## src/rtl/mealy_5bit_pkg.sv

```systemverilog
// Shared definitions for the serial 0-0-1-1-0 Mealy detector.
// States are named by the longest pattern prefix matched so far.
package mealy_5bit_pkg;

  typedef enum logic [2:0] {
    S0 = 3'd0,  // no prefix
    S1 = 3'd1,  // "0"
    S2 = 3'd2,  // "00"
    S3 = 3'd3,  // "001"
    S4 = 3'd4   // "0011"
  } state_t;

  // MSB is the first bit received on the serial line.
  localparam logic [4:0] PATTERN     = 5'b00110;
  localparam int         PATTERN_LEN = 5;

endpackage

```

## src/rtl/mealy_5bit_detector.sv

```systemverilog
// Serial Mealy detector for 0-0-1-1-0 with overlap; op is combinational (zero latency).
// No backpressure: one bit is consumed on every rising clk edge.
module mealy_5bit_detector
  import mealy_5bit_pkg::*;
(
  input  logic clk,
  input  logic rst,
  input  logic ip,
  output logic op
);

  state_t state;
  state_t next_state;

  always_ff @(posedge clk) begin
    if (rst) state <= S0;
    else     state <= next_state;
  end

  always_comb begin
    next_state = S0;
    op         = 1'b0;
    case (state)
      S0: next_state = ip ? S0 : S1;
      S1: next_state = ip ? S0 : S2;
      S2: next_state = ip ? S3 : S2;
      S3: next_state = ip ? S4 : S1;
      S4: begin
        // The completing 0 also seeds the next overlapping match.
        next_state = ip ? S0 : S1;
        op         = ~ip & ~rst;
      end
      default: begin
        next_state = S0;
        op         = 1'b0;
      end
    endcase
  end

endmodule

```

## config.mk

```make
export PLATFORM = sky130hd
export DESIGN_NAME = mealy_5bit_detector
export DESIGN_NICKNAME = d
export VERILOG_FILES = /design/src/rtl/mealy_5bit_pkg.sv /design/src/rtl/mealy_5bit_detector.sv
export SDC_FILE = /design/constraint.sdc
export NUM_CORES = 1
export LEC_CHECK = 0
export BUFFER_PORTS_ARGS = -buffer_cell sky130_fd_sc_hd__buf_2
export CAP_MARGIN = 20
export CORE_AREA = 2 2 39 41
export DETAILED_ROUTE_END_ITERATION = 8
export DIE_AREA = 0 0 41 43
export HOLD_SLACK_MARGIN = 0.03
export PLACE_DENSITY_LB_ADDON = 0.1
export SYNTH_ARGS = -nofsm -noshare
export SYNTH_HDL_FRONTEND = slang
export SYNTH_SLANG_ARGS = --single-unit
```

## constraint.sdc

```tcl
create_clock -name clk -period 2.4 [get_ports clk]
set_clock_uncertainty 0.15 [all_clocks]
set_input_delay 0.12 -clock clk [delete_from_list [all_inputs] [get_ports clk]]
set_output_delay 0.12 -clock clk [all_outputs]
set_load 0.02 [all_outputs]
```

==> reports/qor.yml <==
io_buffer_count: 3
period_needed_ns: 1.59
muxShareOfSynthArea_pct: 0
peakVddDrop_v: 0.000393
met3_usage_pct: 6.28
drt-wirelength-per-cell_um: 7.58
use_met1_pct: 6.35
cts_buffers: 3
max-slew-margin-rel_pct: 83.8
fmax_mhz: 631
cts_sinks: 3
synth_xor_area_share_pct: 6.31
die_width_um: 41
drv_slew: 0
drive_gt1_share_pct: 31.8
fin_crit_sh_pct: 66.1
crit_arrival_ns: 1.32
grt_pass1_wl_um: 531
finalSetupTns_ns: 0
rows: 14
worstMarginPinSlew_ns: 0.240
routed_wl_um: 288
busiest_layer: "met1"
drt-pass1-iter-count: 2
path_max_fanout: 5
fin_util_pct: 15.2
start_kind: "input pin"
setup-violations-final: 0
synth_top_family_by_area: "simple AND/OR/NAND/NOR gates"
syn2layout_area_growth_pct: 51.4
drt_iter0_markers: 2
synth_warnings: 0
synth_cell_types: 11
ant_nets: 0
cp_data_required_time_ns: 2.13
top_regs: "state: 3 flops"
maxCapViolations: 0
overflow: 0
drc: 0
synth_cells: 14
top_register: "state"
synth_area_um2: 139
clk_path_buf_depth: 2
cts_root_buffer: "clkbuf_4"
critPathKind: "input pin to output pin"
clk_pin_slew_ns: 0.03
worst_setup_path_end_kind: "output pin"
final-hold-violation-count: 0
synth_compound_area_share_pct: 15.3
track_usage_pct: 5.30
dp_hpwl_um: 210
die-area_um2: 1760
ys_seq_area_share_pct: 43.2
vias: 125
first_global_vias: 125
ys_ff_latch: 3
synthAdderAreaFrac_pct: 0
core_area_um2: 1380
cts_resized: 0
synth.avg_cell_area_um2: 9.92
grt_max_degree: 7
gp_congestion: 0.709
viasPerCell: 3.29
cts_tree: "yes"
start_util_pct: 10.0
synth_simple_gate_area_share_pct: 32.4
clock_latency_ns: 0.23
grt_util_met2_pct: 4.69
htree_num_levels: 1
fp.dieH_um: 43
synth_fp_nets: 17
cellLeakagePower_uw: 0.0000725
grt_antenna_before_repair: 0
holdCritPathClass: "input pin to flop"
power_density_nw_per_um2: 743
diodes: 0
largest_reg_flops: 3
rsz0062_at_grt: "no"
io_pins: 4
status: "completed"
fin_nets: 26
## cell usage in the layout (no fill, tap or decap), drive strengths merged
cell	Yosys	layout
a211oi	1	1
nand2b	2	2
nand3	1	1
dfxtp	3	3
dlygate4sd3	0	1
o41ai	1	1
nor4	1	1
clkbuf	0	4
inv	1	1
nor3	1	1
buf	0	3
or3b	1	1
or4	1	1
xnor2	1	1
## cells by family (layout without fill, tap and decap cells)
group | Yosys count | after routing
compound gates | 2 | 2
xor+xnor | 1 | 1
flops | 3 | 3
simple gates | 7 | 7
buf+inv | 1 | 9
## synthesized netlist by cell type
library cell / n / area, um2
a211oi_2: 1 / 12.5
dfxtp_1: 3 / 60.1
inv_1: 1 / 3.75
nand2b_1: 2 / 12.5
nand3_1: 1 / 5.00
nor3_1: 1 / 5.00
nor4_1: 1 / 6.26
o41ai_1: 1 / 8.76
or3b_1: 1 / 8.76
or4_1: 1 / 7.51
xnor2_1: 1 / 8.76
## final cells by class
cell class	instances	area (um2)
multi-input cells	10	75.1
well taps	16	20.0
flip-flops and latches	3	60.1
fillers	154	1170
repair buffers	4	25.0
inverters	1	3.75
clock buffers	4	26.3
## power by group
| part | internal [uW] | leakage, uW | switching [uW] |
|---|---|---|---|
| sequential | 52.9 | 0.0000245 | 3.70 |
| clock | 62.2 | 0.0000150 | 24.8 |
| combinational | 7.50 | 0.0000330 | 5.05 |
## worst max-delay path: stages
cell	delay (ns)
dlygate4sd3_1	0.52
buf_2	0.15
nand2b_1	0.13
nor4_1	0.17
buf_2	0.21
## routing by layer
layer	share of wire (%)	vias up	wire [um]
met4	0	0	0
met1	51	50	148
met3	13	0	36
met5	0	-	0
li1	-	68	-
met2	36	7	103
## stage by stage
step                      worst slack [ns]  instance area (um2)  hold slack, ns  power (uW)  cells
after global routing                 0.691                  210          0.0443         173     38
after detailed placement              1.19                  174           0.199        68.8     33
after floorplan                       1.08                  139          0.0346        63.6     14
after global placement                1.19                  174           0.208        69.4     33
final                                0.814                  210          0.0413         156     38
after CTS                            0.814                  210          0.0383         160     38
## repair_timing
| item | CTS | global route |
|---|---|---|
| setup buffers | 0 | 0 |
| hold endpoints to repair | 3 | 0 |
| hold buffers | 1 | 0 |
## worst paths after layout
check	startpoint	to	slack (ns)	depth (start not counted)
setup / recovery	rst	op	0.81	5
hold / removal	ip	state[2]$_SDFF_PP0_	0.04	3
setup reg to reg	state[1]$_SDFF_PP0_	state[0]$_SDFF_PP0_	1.20	2
hold reg to reg	state[2]$_SDFF_PP0_	state[1]$_SDFF_PP0_	0.34	1
No activity file was read; power rests on OpenSTA's default activity.
